===== config.mk =====
export PLATFORM = sky130hd
export DESIGN_NAME = pwm_gen
export DESIGN_NICKNAME = d
export VERILOG_FILES = /design/src/rtl/pwm_pkg.sv /design/src/rtl/pwm_shadow_regs.sv /design/src/rtl/pwm_gen.sv
export SDC_FILE = /design/constraint.sdc
export NUM_CORES = 1
export LEC_CHECK = 0
export BUFFER_PORTS_ARGS = -buffer_cell sky130_fd_sc_hd__buf_2
export CAP_MARGIN = 20
export CELL_PAD_IN_SITES_DETAIL_PLACEMENT = 2
export CELL_PAD_IN_SITES_GLOBAL_PLACEMENT = 2
export CORE_MARGIN = 1.5
export CORE_UTILIZATION = 23
export DETAILED_ROUTE_END_ITERATION = 16
export GPL_ROUTABILITY_DRIVEN = 0
export PLACE_DENSITY_LB_ADDON = 0.1
export SYNTH_ARGS = -nofsm -noshare
export SYNTH_HDL_FRONTEND = slang
export SYNTH_SLANG_ARGS = --single-unit

===== constraint.sdc =====
create_clock -name vclk -period 2.4
set_clock_uncertainty 0.1 [all_clocks]
set_input_delay 0.12 -clock vclk [all_inputs]
set_output_delay 0.12 -clock vclk [all_outputs]
set_load 0.02 [all_outputs]

===== src/rtl/pwm_pkg.sv =====
// pwm_pkg: shared constants and mode decode for the PWM output stage.
package pwm_pkg;

  localparam int CNT_W_DEFAULT  = 16;
  localparam int FUNC_W_DEFAULT = 8;

  localparam int FUNC_ALIGN_BIT   = 0;
  localparam int FUNC_UNALIGN_BIT = 1;

  localparam logic [1:0] MODE_LEFT      = 2'b00;
  localparam logic [1:0] MODE_RIGHT     = 2'b01;
  localparam logic [1:0] MODE_UNALIGNED = 2'b10;

  // The unaligned bit overrides the align bit, so 2'b11 also selects the window mode.
  function automatic logic [1:0] decode_mode(input logic unalign, input logic align);
    logic [1:0] mode;
    if (unalign) begin
      mode = MODE_UNALIGNED;
    end else if (align) begin
      mode = MODE_RIGHT;
    end else begin
      mode = MODE_LEFT;
    end
    return mode;
  endfunction

endpackage


===== src/rtl/pwm_shadow_regs.sv =====
// pwm_shadow_regs: holds functions/compare1/compare2 so that a new configuration
// only takes effect at the period boundary (count_val == period) or while PWM is off.
module pwm_shadow_regs
  import pwm_pkg::*;
#(
  parameter int CNT_W  = CNT_W_DEFAULT,
  parameter int FUNC_W = FUNC_W_DEFAULT
) (
  input  logic              clk,
  input  logic              rst_n,
  input  logic              pwm_en,
  input  logic [CNT_W-1:0]  period,
  input  logic [CNT_W-1:0]  count_val,
  input  logic [FUNC_W-1:0] functions_in,
  input  logic [CNT_W-1:0]  compare1_in,
  input  logic [CNT_W-1:0]  compare2_in,
  output logic [FUNC_W-1:0] functions_sh,
  output logic [CNT_W-1:0]  compare1_sh,
  output logic [CNT_W-1:0]  compare2_sh
);

  logic              load;
  logic [FUNC_W-1:0] functions_d, functions_q;
  logic [CNT_W-1:0]  compare1_d, compare1_q;
  logic [CNT_W-1:0]  compare2_d, compare2_q;

  // Select new configuration at the last count of the period or whenever PWM is disabled.
  always_comb begin
    load        = (!pwm_en) || (count_val == period);
    functions_d = functions_q;
    compare1_d  = compare1_q;
    compare2_d  = compare2_q;
    if (load) begin
      functions_d = functions_in;
      compare1_d  = compare1_in;
      compare2_d  = compare2_in;
    end
  end

  // Shadow registers, cleared to left mode with zero thresholds on reset.
  always_ff @(posedge clk or negedge rst_n) begin
    if (!rst_n) begin
      functions_q <= '0;
      compare1_q  <= '0;
      compare2_q  <= '0;
    end else begin
      functions_q <= functions_d;
      compare1_q  <= compare1_d;
      compare2_q  <= compare2_d;
    end
  end

  assign functions_sh = functions_q;
  assign compare1_sh  = compare1_q;
  assign compare2_sh  = compare2_q;

endmodule


===== src/rtl/pwm_gen.sv =====
// pwm_gen: combinational PWM output stage comparing an external counter against
// thresholds in left-, right-aligned or unaligned (window) mode.
// Optional build macro PWM_SHADOW_EN: registers functions/compare1/compare2 and
// updates them only at the period boundary or while pwm_en is low.
module pwm_gen
  import pwm_pkg::*;
#(
  parameter int CNT_W  = CNT_W_DEFAULT,
  parameter int FUNC_W = FUNC_W_DEFAULT
) (
  input  logic              clk,
  input  logic              rst_n,
  input  logic              pwm_en,
  input  logic [CNT_W-1:0]  period,
  input  logic [FUNC_W-1:0] functions,
  input  logic [CNT_W-1:0]  compare1,
  input  logic [CNT_W-1:0]  compare2,
  input  logic [CNT_W-1:0]  count_val,
  output logic              pwm_out
);

  logic [FUNC_W-1:0] functions_eff;
  logic [CNT_W-1:0]  compare1_eff;
  logic [CNT_W-1:0]  compare2_eff;

`ifdef PWM_SHADOW_EN
  pwm_shadow_regs #(
    .CNT_W  (CNT_W),
    .FUNC_W (FUNC_W)
  ) u_shadow (
    .clk          (clk),
    .rst_n        (rst_n),
    .pwm_en       (pwm_en),
    .period       (period),
    .count_val    (count_val),
    .functions_in (functions),
    .compare1_in  (compare1),
    .compare2_in  (compare2),
    .functions_sh (functions_eff),
    .compare1_sh  (compare1_eff),
    .compare2_sh  (compare2_eff)
  );
`else
  // Without shadowing the configuration is used as-is and no clock is needed.
  logic unused_clk;
  assign unused_clk    = clk;
  assign functions_eff = functions;
  assign compare1_eff  = compare1;
  assign compare2_eff  = compare2;
`endif

  // Reserved function bits have no effect.
  logic unused_func_bits;
  assign unused_func_bits = ^functions_eff[FUNC_W-1:2];

  logic [1:0] mode;
  logic       in_range;
  logic       below_c1;
  logic       below_c2;
  logic       level;

  // Unsigned compares and mode mux; output forced low by reset, disable or out-of-range count.
  always_comb begin
    mode     = decode_mode(functions_eff[FUNC_UNALIGN_BIT], functions_eff[FUNC_ALIGN_BIT]);
    in_range = (count_val <= period);
    below_c1 = (count_val < compare1_eff);
    below_c2 = (count_val < compare2_eff);
    level    = 1'b0;
    case (mode)
      MODE_LEFT:  level = below_c1;
      MODE_RIGHT: level = !below_c1;
      default:    level = (!below_c1) && below_c2;
    endcase
    pwm_out = rst_n && pwm_en && in_range && level;
  end

endmodule


## Yosys cells after proc, flatten, opt, wreduce, memory -nomap -nowiden

Cells that the tools add are included.

| word-level totals | value |
|---|---|
| output and inout bits | 1 |
| flip-flop bits (word level) | 0 |
| word-level logic and storage cells | 13 |
| bits of input ports | 75 |

| cells by class | value |
|---|---|
| reduce and logical (&&, ||, !) cells | 6 |
| multiplexer cells | 3 |
| equality and inequality tests | 1 |
| magnitude comparators | 3 |

Operators by type and width:

| cell | count |
|---|---|
| less-than comparator 16 bit | 2 |
| <= comparator 16 bit | 1 |
| logical AND 1 bit | 4 |
| == test 2 x 1 -> 1 bit, second input constant | 1 |
| logical NOT 2 bit | 1 |
| two-way mux 2 bit | 1 |
| case mux 1 bit (2 select lines) | 1 |
| logical NOT 1 bit | 1 |
| two-way mux 1 bit | 1 |

## Longest topological paths before layout

| depth | value |
|---|---|
| depth in word-level cells | 5 |
| gate-level depth with buffers | 8 |

## Least setup slack after synthesis

OpenSTA, ideal clock, no wires.

| timing path | value |
|---|---|
| path type | input to output |
| start | input compare1[14] |
| end | output pwm_out |
| stages on the path | 8 |
| buffers on the path | 0 |
| arrival | 2.029 ns |
| slack | 0.151 ns |
| path through | inv_1 -> ha_1 -> a21oi_1 -> nand2_1 -> a221o_1 -> a311o_1 -> or3_1 -> a32oi_1 |

| between the ends | value |
|---|---|
| cells in the longest elaborated chain, start to end | 5 |

Ends and longest elaborated chain:

| item | RTL line | text |
|---|---|---|
| start: declaration | pwm_gen.sv:16 | `input logic [CNT_W-1:0] compare1,` |
| less-than comparator 16 bit * | pwm_gen.sv:66 | `below_c1 = (count_val < compare1_eff);` |
| logical NOT 1 bit | pwm_gen.sv:71, pwm_gen.sv:72 |  |
| logical AND 1 bit | pwm_gen.sv:72 | `default: level = (!below_c1) && below_c2;` |
| case mux 1 bit (2 select lines) * | pwm_gen.sv:69 | `case (mode)` |
| logical AND 1 bit * | pwm_gen.sv:74 | `pwm_out = rst_n && pwm_en && in_range && level;` |
| end: declaration | pwm_gen.sv:19 | `output logic pwm_out` |

Mark *: on every way between the ends. The rest lies on a longest branch, timed or not.

## Final worst setup path

| timing path | value |
|---|---|
| start | input count_val[14] |
| end | output pwm_out |

| between the ends | value |
|---|---|
| cells in the longest elaborated chain, start to end | 5 |
| elaborated cells on any way between the ends | 8 |
| those cells by class | order compare: 3; mux: 1; reduce/logical: 4 |

Ends and longest elaborated chain:

| item | RTL line | text |
|---|---|---|
| start: declaration | pwm_gen.sv:18 | `input logic [CNT_W-1:0] count_val,` |
| less-than comparator 16 bit | pwm_gen.sv:66 |  |
| logical NOT 1 bit | pwm_gen.sv:71, pwm_gen.sv:72 |  |
| logical AND 1 bit | pwm_gen.sv:72 |  |
| case mux 1 bit (2 select lines) | pwm_gen.sv:69 |  |
| logical AND 1 bit * | pwm_gen.sv:74 |  |

Marks and branches as above.

==> reports/qor.csv <==
metric,value,unit
Worst setup startpoint,count_val[14],
setup violators final,0,
total of max-cap violations,0,
"Max FO, Critical Path",3,
Hold Crit Start,functions[0],
HP Class,input port to output pin,
most frequent cells in the layout,"66 x buf_2, 39 x inv_1, 37 x ha_1",
Fillers,611,
worst vdd ir,0.0448,mV
grt met1 use,16.6,%
RSZ-0062 raised after global routing,yes,
area of the multi-input gates,0.00116,mm2
nets,354,
Hold Crit Depth,4,
pwr dens,157,mW/mm2
IO Port Bufs,69,
# rows,26,
Mapped Area,0.00120,mm2
Total GRT Usage,13.1,%
share of layout cells above drive strength 1,41.6,%
CLK BUF,0,
Reg area,0,um2
die extent in x,75.2,um
final hold vios,0,
DRT iter0 DRCs,8,
met2 usage,26.5,%
WP data required,2.18,ns
leakage power,0.00104,uW
diode count,0,
Die Span Y,75.2,um
outcome,"finished, final reports clean",
Slew Limit Fails,0,
Worst slew margin,75.5,%
area grow syn2layout,50.4,%
Worst Tran Pin Value,0.367,ns
pin count of the biggest net entering global routing,4,
WP data arrival,2.06,ns
initial antenna violation count,0,
Wirelength per Cell,12.7,um
TritonRoute pass-1 iters,4,
Ys Warns,0,
met3 usage,0,%
vias in the first global route,1408,
Remaining DRCs,0,
Gate Count Post-Synth,160,
DIE AREA,0.00565,mm2
Initial Util,23.6,%
I/O pin total,76,
Crit. End Element,output pin,
worst hold slack,0.568,ns
GRT Max-Usage Layer,met2,
final sequential cell count,0,
final wirelength,3830,um
FMAX,439,MHz
first-pass GRT wire length,5870,um
Hold EP,pwm_out,
Final Critical Period,2.28,ns
"most common cell after layout, fill and taps aside",buf_2,
placed inst area,0.00165,mm2
via density per instance,4.56,
Setup crit start kind,input port,
Detailed Place HPWL,3530,um
register area share after synthesis,0,%
Post-CTS Setup Repair Bufs,0,
crit path kind,input port to output pin,
syn_nets,281,
crit share post-route,95.0,%
Routed Antenna Nets,0,
vias,1373,
Yosys cell types,27,
grt total ovfl,0,
syn avg cell area,7.49,um2
final instance area,0.00180,mm2
Hold Buf Count CTS,0,
total core area,0.00507,mm2
[metrics by stage]
step / TNS, ns / std cells / setup slack (ns) / utilization, % / total power, uW
floorplan: 0 / 160 / 0.151 / - / 140
global placement: 0 / 301 / 0.0303 / 32.4 / 247
detailed placement: -0.00365 / 301 / -0.00365 / 32.4 / 256
CTS: 0 / 301 / 0.00677 / 32.6 / 260
global route: -0.0172 / 301 / -0.0172 / 35.5 / 329
finish: 0 / 301 / 0.121 / 35.5 / 283
[layer usage]
layer | part of all wire, % | vias to the layer above
li1 | - | 701
met4 | 0 | 0
met2 | 51 | 35
met3 | 3.6 | 0
met5 | 0 | -
met1 | 45 | 637
[where the power goes]
part	internal, uW	leakage, uW	switching [uW]
combinational	148	0.00104	135
sequential	0	0	0
clock	0	0	0
total	148	0.00104	135
[how the worst max path moves through the flow]
stage	endpoint	slack [ns]
6_report	pwm_out	0.12
5_1_grt	pwm_out	-0.02
4_1_cts	pwm_out	0.007
3_3_place_gp	pwm_out	0.03
3_5_place_dp	pwm_out	-0.004
2_1_floorplan	pwm_out	0.15
[cells by family after synthesis]
kind of cell	count (synthesis)	share of synthesized area, %
compound gates	38	23.1
fa+ha+maj	46	48.0
buf+inv	47	14.7
simple gates	29	14.2
[layout make-up]
class	count	share of cell area (%)
Tap cell	70	4.86
Timing Repair Buffer	71	21.0
Multi-Input combinational cell	113	64.2
Inverter	47	9.92
[synth_stat cells, drive strengths merged]
cell type  count  area, um2
o21ai          5       25.0
o211ai         1       7.51
a311o          1       10.0
nand2b         2       20.0
nand3          3       15.0
nand4          9       56.3
a21oi         11       55.1
a21o           8       60.1
nand3b         1       7.51
a2111oi        2       36.3
nor2           4       15.0
o2111ai        2       17.5
nand2          3       11.3
ha            46        576
nor2b          4       25.0
inv           47        176
a221o          1       10.0
or2            1       6.26
nor3b          1       7.51
o21a           4       30.0
a32oi          1       8.76
a211oi         1       7.51
or3            1       6.26
o22a           1       8.76
[worst max-delay path, cell delays in order]
cell and delay, ns:
buf_8 0.10, ha_4 0.24, a21oi_2 0.13, nand2_1 0.06, a221o_1 0.31, a311o_1 0.35, or3_1 0.35, a32oi_1 0.21
buf_4 0.17
[timing repair]
action | 4_1_cts | 5_1_grt
gates resized for setup | 2 | 27
endpoints found under the setup margin | 1 | 1
pin swaps | 2 | 15
No activity file was read; power rests on OpenSTA's default activity.
